## src/rtl/mrnw_rdrsp_buf.sv

```systemverilog
// Read-response buffer: issues reads to a fixed-latency memory core, tags them through a
// shift pipeline and queues the returned data in a credit-protected show-ahead FIFO.
module mrnw_rdrsp_buf #(
  parameter int WIDTH   = 32,
  parameter int BITADDR = 13,
  parameter int BITPADR = 15,
  parameter int RD_LAT  = 2,
  parameter int FIFODEP = 4,
  parameter int BITFIFO = 3,
  parameter int BITTAG  = 4
) (
  input  logic               clk,
  input  logic               rst,
  input  logic               ready,
  input  logic               req_vld,
  output logic               req_rdy,
  input  logic [BITADDR-1:0] req_adr,
  input  logic [BITTAG-1:0]  req_tag,
  output logic               read,
  output logic [BITADDR-1:0] rd_adr,
  input  logic               rd_vld,
  input  logic [WIDTH-1:0]   rd_dout,
  input  logic               rd_fwrd,
  input  logic               rd_serr,
  input  logic               rd_derr,
  input  logic [BITPADR-1:0] rd_padr,
  output logic               rsp_vld,
  input  logic               rsp_rdy,
  output logic [WIDTH-1:0]   rsp_dout,
  output logic [BITTAG-1:0]  rsp_tag,
  output logic               rsp_fwrd,
  output logic [1:0]         rsp_err,
  output logic [BITPADR-1:0] rsp_padr,
  output logic [BITFIFO-1:0] credit,
  output logic               lat_err
);

  localparam int BITPTR = (FIFODEP > 1) ? $clog2(FIFODEP) : 1;
  localparam int ENT_W  = WIDTH + BITTAG + 3 + BITPADR;
  localparam int BITGRD = $clog2(RD_LAT + 1);

  logic [BITTAG:0]      pipe [RD_LAT];
  logic [ENT_W-1:0]     mem  [FIFODEP];
  logic [BITPTR-1:0]    wr_ptr, rd_ptr;
  logic [BITFIFO-1:0]   cnt, inflight;
  logic [BITFIFO-1:0]   cnt_nxt, infl_nxt, credit_nxt;
  logic [BITGRD-1:0]    guard;
  logic                 exit_vld, guard_done, push, pop, proto_err;
  logic [BITTAG-1:0]    exit_tag;

  function automatic logic [BITPTR-1:0] ptr_inc(input logic [BITPTR-1:0] p);
    return (p == BITPTR'(FIFODEP - 1)) ? '0 : p + BITPTR'(1);
  endfunction

  assign req_rdy = ready & rst & (credit != '0);
  assign read    = req_vld & req_rdy;
  assign rd_adr  = req_adr;

  assign exit_vld   = pipe[RD_LAT-1][BITTAG];
  assign exit_tag   = pipe[RD_LAT-1][BITTAG-1:0];
  // Returns from reads issued before reset land inside the guard window and are ignored.
  assign guard_done = (guard == '0);
  assign push       = rd_vld & exit_vld & guard_done;
  assign proto_err  = guard_done & (rd_vld != exit_vld);

  assign rsp_vld = rst & (cnt != '0);
  assign pop     = rsp_vld & rsp_rdy;
  assign {rsp_dout, rsp_tag, rsp_fwrd, rsp_err, rsp_padr} = mem[rd_ptr];

  always_comb begin
    cnt_nxt = cnt;
    case ({push, pop})
      2'b10:   cnt_nxt = cnt + BITFIFO'(1);
      2'b01:   cnt_nxt = cnt - BITFIFO'(1);
      default: cnt_nxt = cnt;
    endcase
    infl_nxt = inflight;
    case ({read, exit_vld})
      2'b10:   infl_nxt = inflight + BITFIFO'(1);
      2'b01:   infl_nxt = inflight - BITFIFO'(1);
      default: infl_nxt = inflight;
    endcase
    // Credit follows next-state counts so req_rdy never lags a consumed slot.
    credit_nxt = BITFIFO'(FIFODEP) - infl_nxt - cnt_nxt;
  end

  always_ff @(posedge clk) begin
    if (!rst) begin
      for (int i = 0; i < RD_LAT; i++) pipe[i] <= '0;
      wr_ptr   <= '0;
      rd_ptr   <= '0;
      cnt      <= '0;
      inflight <= '0;
      credit   <= BITFIFO'(FIFODEP);
      lat_err  <= 1'b0;
      guard    <= BITGRD'(RD_LAT);
    end else begin
      pipe[0] <= {read, req_tag};
      for (int i = 1; i < RD_LAT; i++) pipe[i] <= pipe[i-1];
      if (push) wr_ptr <= ptr_inc(wr_ptr);
      if (pop)  rd_ptr <= ptr_inc(rd_ptr);
      cnt      <= cnt_nxt;
      inflight <= infl_nxt;
      credit   <= credit_nxt;
      if (proto_err) lat_err <= 1'b1;
      if (!guard_done) guard <= guard - BITGRD'(1);
    end
  end

  always_ff @(posedge clk) begin
    if (push) mem[wr_ptr] <= {rd_dout, exit_tag, rd_fwrd, rd_derr, rd_serr, rd_padr};
  end

endmodule

```

## config.mk

```make
export PLATFORM = sky130hd
export DESIGN_NAME = mrnw_rdrsp_buf
export DESIGN_NICKNAME = d
export VERILOG_FILES = /design/src/rtl/mrnw_rdrsp_buf.sv
export SDC_FILE = /design/constraint.sdc
export NUM_CORES = 1
export LEC_CHECK = 0
export CORE_MARGIN = 1
export CORE_UTILIZATION = 50
export CTS_BUF_LIST = sky130_fd_sc_hd__clkbuf_8
export DETAILED_ROUTE_END_ITERATION = 8
export HOLD_SLACK_MARGIN = 0.08
export PLACE_DENSITY = 0.78
export SYNTH_ARGS = -nofsm -noshare
export SYNTH_HDL_FRONTEND = slang
export SYNTH_SLANG_ARGS = --single-unit
```

## constraint.sdc

```tcl
create_clock -name clk -period 2.9 [get_ports clk]
set_input_delay 0.435 -clock clk [delete_from_list [all_inputs] [get_ports clk]]
set_output_delay 0.435 -clock clk [all_outputs]
set_load 0.05 [all_outputs]
```

# --- Yosys cells after proc, flatten, opt, wreduce, memory -nomap -nowiden ---
# Memory sizes are Yosys's and may differ from the RTL's. A register that Yosys moved wholly into a read port is not among the register bits.
# Index checks and enable logic that the tools add are counted.
totals:
  ff_bits: 16
  latchBits: 0
  ram_bits: 226
  mem_bits_ro: 0
  input_bits: 73
  elab_cells: 50
  n_memories: 2
op_classes:
  add_sub_neg: 9
  mul: 0
  div: 0
  n_lt_le_gt_ge: 0
  n_eq_ne: 7
  n_shift: 0
  n_mux: 12
  bitwise_logic: 10
  n_reduce_logical: 3
mem_list:
  columns: ["name", "words", "word_bits", "rd", "rd_clocked_by_memory_dff", "wr", "line", "text"]
  rows:
  - ["mem", 4, 54, 1, 1, 1, "43", "logic [ENT_W-1:0] mem [FIFODEP];"]
  - ["pipe", 2, 5, 2, 0, 2, "42", "logic [BITTAG:0] pipe [RD_LAT];"]
op_table:
  columns: ["op", "n"]
  rows:
  - ["$pmux 3 s2", 2]
  - ["$mux 5", 2]
  - ["$and 1x1->1", 8]
  - ["$eq 2x2->1 const B", 4]
  - ["$mux 2", 4]
  - ["$add 3x1->3 const B", 2]
  - ["$reduce_bool 3->1", 2]
  - ["$sub 3x1->3 const B", 2]
  - ["$add 2x1->2 const B", 2]
  - ["$eq 2x1->1 const B", 2]
  - ["$mux 1", 4]
  - ["$sub 3x3->3", 1]
  - ["$sub 3x3->3 const A", 1]
  - ["$logic_not 2->1", 1]
  - ["$or 1x1->1", 2]
  - ["$sub 2x1->2 const B", 1]
  - ["$ne 1x1->1", 1]

# --- Longest topological paths before layout ---
logic_depth:
  depth_word: 7
  ltp_mapped: 15
  depth_no_buf: 14

# --- Least setup slack after synthesis ---
# OpenSTA, ideal clock, no wires.
synth_timing:
  path_kind: "register -> register"
  startpoint: "register credit[1]"
  endpoint: "register credit[2]"
  setup_time_ns: 0.072
  arrival_ns: 3.407
  t_required_ns: 2.828
  path_slack_ns: -0.579
  stages_incl_launch_ff: 13
  path_buffers: 0
  period_less_slack_ns: 3.479
  cell_sequence: "dfxtp_1 > o311a_1 > nand2_1 > ha_1 > fa_1 > mux2_2 > ha_1 > inv_1 > ha_1 > xor2_1 > xnor2_1 > xnor2_1 > mux2i_1"
synth_via:
  elab_chain_len: 7
  elab_cells_between_ends: 8
  cone_classes: "add/sub (2); eq/ne (2); mux (1); bitwise (2); reduce/logical (1)"
synth_rtl:
  columns: ["item", "line", "text"]
  rows:
  - ["start: declaration", "34", "output logic [BITFIFO-1:0] credit,"]
  - ["start signal: assignment", "94", "credit <= BITFIFO'(FIFODEP);"]
  - ["start signal: assignment", "104", "credit <= credit_nxt;"]
  - ["$reduce_bool 3->1 *", "55", "assign req_rdy = ready & rst & (credit != '0);"]
  - ["$and 1x1->1 *", "55", null]
  - ["via req_rdy", "16", "output logic req_rdy,"]
  - ["$and 1x1->1 *", "56", "assign read = req_vld & req_rdy;"]
  - ["$eq 2x1->1 / $eq 2x2->1 (equally long branches)", "78", "case ({read, exit_vld})"]
  - ["$pmux 3 s2 *", "78", null]
  - ["via infl_nxt[1]", "46", "logic [BITFIFO-1:0] cnt_nxt, infl_nxt, credit_nxt;"]
  - ["$sub 3x3->3 * (2 in a row)", "84", "credit_nxt = BITFIFO'(FIFODEP) - infl_nxt - cnt_nxt;"]
# The timed path passes the listed nets; every way through them passes the cells marked *.
# A chain may end at the register's enable or synchronous reset.

# --- Final worst setup path ---
layout_timing:
  startpoint: "register cnt[2]"
  endpoint: "register credit[2]"
layout_via:
  elab_chain_len: 6
  elab_cells_between_ends: 9
  cone_classes: "add/sub (3); eq/ne (2); mux (1); bitwise (2); reduce/logical (1)"
layout_rtl:
  columns: ["item", "line", "text"]
  rows:
  - ["start: declaration", "45", "logic [BITFIFO-1:0] cnt, inflight;"]
  - ["start signal: assignment", "102", "cnt <= cnt_nxt;"]
  - ["$reduce_bool 3->1 *", "66", "assign rsp_vld = rst & (cnt != '0);"]
  - ["$and 1x1->1 *", "66", null]
  - ["$and 1x1->1 *", "67", "assign pop = rsp_vld & rsp_rdy;"]
  - ["$eq 2x1->1 / $eq 2x2->1 (equally long branches)", "72", "case ({push, pop})"]
  - ["$pmux 3 s2 *", "72", null]
  - ["via cnt_nxt[1]", "46", null]
  - ["$sub 3x3->3 *", "84", null]
# Marked as above.

==> qor.txt <==
OUTCOME
-------------------------------------------------------------------------------------------------
Outcome ............................................................................ finished, final reports clean

CLOCKING
-------------------------------------------------------------------------------------------------
Clock network latency to the later pin of the worst-skew pair ......................       510 ps
Sink count of the clock tree .......................................................          244
Clock-pin transition on the worst setup and hold timing paths ......................        60 ps
Post-CTS setup buffer count ........................................................            0
CTS tree ...........................................................................         done
CTS H-Tree Depth ...................................................................            2
CTS Buf Count ......................................................................           38
CTS root buffer .................................................................... sky130_fd_sc_hd__clkbuf_8
CTS max path bufs ..................................................................            3

CRITICAL PATH
-------------------------------------------------------------------------------------------------
Most Frequent Cell on Critical Path ................................................ sky130_fd_sc_hd__ha_4
Beginning of the worst register-to-register path ................................... cnt[2]$_SDFF_PN0_
Delay of the slowest cell on the worst path ........................................       410 ps
Critical path start-end classification ............................................. register to register
Depth of the worst register-to-register path .......................................           13
Slack of the worst reg-to-reg path .................................................        50 ps
Crit path cell chain ............................................................... o31a_4 -> and2_4 -> ha_4 -> inv_2 -> fa_1 -> mux2i_2 -> ha_4 -> inv_2 -> ha_4 -> xor2_1 -> xnor2_1 -> xnor2_1 -> mux2i_1
CP Max Fanout ......................................................................            2
Worst reg2reg endpoint ............................................................. credit[2]$_SDFF_PN1_
Endpoint arrival time on the critical path .........................................      3270 ps
Worst endpoint required time .......................................................      3320 ps
Type of origin of the critical path ................................................     register
Family with the most delay on the worst path .......................................  adder cells
Slowest cell on the critical path .................................................. sky130_fd_sc_hd__fa_1
Nature of the critical path endpoint ...............................................     register
Count of buffer and inverter cells on the critical path ............................            2

SYNTHESIS
-------------------------------------------------------------------------------------------------
Flip-flop and latch count after synthesis ..........................................          244
Post-synth top flop ................................................................ sky130_fd_sc_hd__edfxtp_1
Post-synthesis instance area .......................................................    9120 um^2
Post-synth top area share ..........................................................       71.12%
Mean cell area of the mapped netlist ...............................................   22.19 um^2
Largest family of logic cells by synthesized area .................................. multiplexers
Share of the synthesized netlist area taken by xor and xnor gates ..................      0.8643%
Number of flops mapped to enable cells by yosys ....................................          216
Synthesized Nets ...................................................................          498
Post-synth ARST share ..............................................................           0%
Cell types occupying the most area after synthesis ................................. sky130_fd_sc_hd__edfxtp_1 71%, sky130_fd_sc_hd__mux4_2 13%, sky130_fd_sc_hd__dfxtp_1 6.1%
Most common cell in the synthesized netlist ........................................ sky130_fd_sc_hd__edfxtp_1
Number of distinct library cell variants in the gate-level netlist after synthesis .           28
Number of warnings printed during yosys synthesis ..................................            0
Simple-gate share of the synthesized area ..........................................       2.140%
Cell type contributing the most total cell area after synthesis .................... sky130_fd_sc_hd__edfxtp_1
Sequential cell area fraction in the yosys report ..................................       77.27%
Cell count after synthesis .........................................................          411
Compound-cell area share of the yosys netlist ......................................      0.5899%
Leading post-synthesis cells by instance count ..................................... 216 x sky130_fd_sc_hd__edfxtp_1, 53 x sky130_fd_sc_hd__mux4_2, 28 x sky130_fd_sc_hd__dfxtp_1
Synth Area in Adders ...............................................................       2.085%
Multiplexer fraction of the synthesized cell area ..................................       13.84%

FLOORPLAN
-------------------------------------------------------------------------------------------------
Width of the die ...................................................................     137.1 um
Number of placement rows ...........................................................           49
Height of the die ..................................................................     137.1 um
Area enclosed by the die boundary ..................................................   18780 um^2
Effective utilization at floorplan .................................................       50.94%
Core region area ...................................................................   17900 um^2
Top-level I/O count ................................................................          147

CELLS AND AREA
-------------------------------------------------------------------------------------------------
Fraction of final layout cells with drive strength greater than 1 ..................       26.48%
Utilization after layout ...........................................................       63.10%
Diode insertion count for antenna repair ...........................................            0
Final layout net count .............................................................          656
Synth-to-Final Area Change .........................................................       23.86%
Filler Cells Inserted ..............................................................         1256

PWR
-------------------------------------------------------------------------------------------------
Reg power frac .....................................................................        56.9%
Clock share of power ...............................................................        37.1%
Cell internal power dissipation ....................................................     5.377 mW
Switching power share of the total .................................................       21.16%
Peak supply drop ...................................................................    0.3707 mV
Net Switching ......................................................................     1.443 mW
Leak ...............................................................................     3.852 nW
Cell area power density ............................................................ 603.8 nW/um^2
Portion of total power attributed to combinational logic ...........................         6.0%

TIMING
-------------------------------------------------------------------------------------------------
Number of max-slew violations in the final report ..................................            0
Unrepaired setup endpoints after global routing ....................................         true
Minimum period implied by the final worst setup slack ..............................      2852 ps
Final period utilization ...........................................................       98.35%
Hold violation total from the final report .........................................            0
Headroom to the max-slew limit .....................................................       60.85%
Skew final .........................................................................     13.97 ps
Maximum clock frequency ............................................................   0.3506 GHz
Slew at the pin closest to its max-slew limit ......................................     587.3 ps
Smallest setup slack after layout ..................................................     47.90 ps
Setup-failing EPs final ............................................................            0
Post-route setup TNS ...............................................................         0 ps

ROUTE
-------------------------------------------------------------------------------------------------
Count of nets left with antenna violations after detail routing ....................            0
Number of DRC violations after detailed routing ....................................            0
Average wire length per cell after detail routing ..................................     19.93 um
DR pass1 iterations ................................................................            4
First DRT Iteration DRCs ...........................................................          197
Via total after detailed routing ...................................................         4370
Wirelength, routed .................................................................     16380 um
Ratio of routed vias to standard cells .............................................        5.316

RUN
-------------------------------------------------------------------------------------------------
Count of max-cap constraint violations .............................................            0

GRT
-------------------------------------------------------------------------------------------------
Maximum number of pins on one net before global-route repair .......................           38
First-pass GRT wire length .........................................................     24970 um
Sum of overflow across all layers after global routing .............................            0
Number of global-route vias before repair ..........................................         4780
Total routing usage reported by global routing .....................................       18.08%
Number of antenna violations at the first check in global routing ..................            0

PLACE
-------------------------------------------------------------------------------------------------
RePlAce Congestion .................................................................       0.7769
Half-perimeter wire length of the detailed placement result ........................     10100 um
Minimum setup slack after placement ................................................    -547.6 ps
Number of buffers added on ports ...................................................          120

MIN PATH
-------------------------------------------------------------------------------------------------
Min-delay worst type ............................................................... register to register
End point of the worst hold path ................................................... pipe[0][6]$_SDFF_PN0_
Hold path startpoint ............................................................... pipe[0][1]$_SDFF_PN0_
Worst hold stages ..................................................................            1

## routing by layer
layer	vias to the layer above	part of all wire (%)	track usage [%]
met5	-	0	0
met4	0	1.6	6.105
met3	25	7.6	5.444
met2	164	51	30.44
met1	2228	40	22.28
li1	1953	-	-
## cells in the final DEF, fill, tap and decap left out, types with 13 or more instances in the layout
| cell type | netlist | layout |
|---|---|---|
| sky130_fd_sc_hd__clkdlybuf4s50_1 | 0 | 70 |
| sky130_fd_sc_hd__clkbuf_8 | 0 | 42 |
| sky130_fd_sc_hd__dfxtp_1 | 28 | 20 |
| sky130_fd_sc_hd__buf_4 | 13 | 30 |
| sky130_fd_sc_hd__and2_1 | 14 | 13 |
| sky130_fd_sc_hd__mux4_2 | 53 | 53 |
| sky130_fd_sc_hd__dlygate4sd2_1 | 0 | 42 |
| sky130_fd_sc_hd__edfxtp_1 | 216 | 216 |
| sky130_fd_sc_hd__inv_1 | 11 | 24 |
## worst max-delay path by stage
stage | startpoint | endpoint | depth (start not counted)
2_1_floorplan | rst | credit[2]$_SDFF_PN1_ | 13
3_3_place_gp | rst | credit[2]$_SDFF_PN1_ | 14
3_5_place_dp | rst | credit[2]$_SDFF_PN1_ | 14
4_1_cts | cnt[1]$_SDFF_PN0_ | credit[2]$_SDFF_PN1_ | 13
5_1_grt | cnt[2]$_SDFF_PN0_ | credit[2]$_SDFF_PN1_ | 13
6_report | cnt[2]$_SDFF_PN0_ | credit[2]$_SDFF_PN1_ | 13
## worst register-to-register path, stage by stage, from the launching register on
cell and delay, ps:
sky130_fd_sc_hd__dfxtp_2 320, sky130_fd_sc_hd__o31a_4 340, sky130_fd_sc_hd__and2_4 150, sky130_fd_sc_hd__ha_4 150, sky130_fd_sc_hd__inv_2 50, sky130_fd_sc_hd__fa_1 410
sky130_fd_sc_hd__mux2i_2 240, sky130_fd_sc_hd__ha_4 240, sky130_fd_sc_hd__inv_2 60, sky130_fd_sc_hd__ha_4 120, sky130_fd_sc_hd__xor2_1 160, sky130_fd_sc_hd__xnor2_1 150
sky130_fd_sc_hd__xnor2_1 170, sky130_fd_sc_hd__mux2i_1 190
## flip-flops by register name, indices dropped and copies added, names as in the netlist, named ones only
signal	cells
cnt	3
credit	3
guard	2
inflight	3
lat_err	1
mem	216
pipe	10
rd_ptr	2
wr_ptr	2
## cell families (layout without fill, tap and decap cells)
logic type	after synthesis	in the layout
DFF	244	244
muxes	58	58
buffers and inverters	39	221
and+or+nand+nor	38	38
adders and majority gates	14	14
AOI/OAI and AO/OA	9	9
xor gates and xnor gates	9	9
## per-stage QoR
| step | hold slack (ps) | power (mW) | cells | area (um^2) |
|---|---|---|---|---|
| 2_1_floorplan | 411.9 | 4.218 | 411 | 9210 |
| 3_3_place_gp | 414.5 | 4.339 | 758 | 10650 |
| 3_5_place_dp | 418.6 | 4.361 | 758 | 10650 |
| 4_1_cts | 433.0 | 6.894 | 822 | 11270 |
| 5_1_grt | 455.0 | 7.077 | 822 | 11300 |
| 6_report | 435.1 | 6.820 | 822 | 11300 |
## timing repair
item	in CTS	in global routing
pin swaps	5	8
cloned	0	0
hold buffers	0	0
hold endpoints to repair	0	0
gates resized for setup	45	6
setup endpoints to repair	42	2
## final cells by class
type | instances | area, um^2 | share of cell area (%)
inverter | 11 | 41.29 | 0.3655
clock buffer | 42 | 578.1 | 5.117
multi-input combinational | 128 | 1873 | 16.58
timing repair buffer | 146 | 1366 | 12.10
tap | 229 | 286.5 | 2.537
clock inverter | 22 | 91.34 | 0.8086
sequential | 244 | 7059 | 62.49
## power groups by stage
stage / Combinational, mW / Clock (mW) / Sequential [mW]
floorplan: 0.233 / 0 / 3.98
global placement: 0.388 / 0 / 3.95
detailed placement: 0.407 / 0 / 3.95
CTS: 0.403 / 2.61 / 3.88
global route: 0.439 / 2.75 / 3.89
finish: 0.409 / 2.53 / 3.88
No activity file was read; power rests on OpenSTA's default activity.
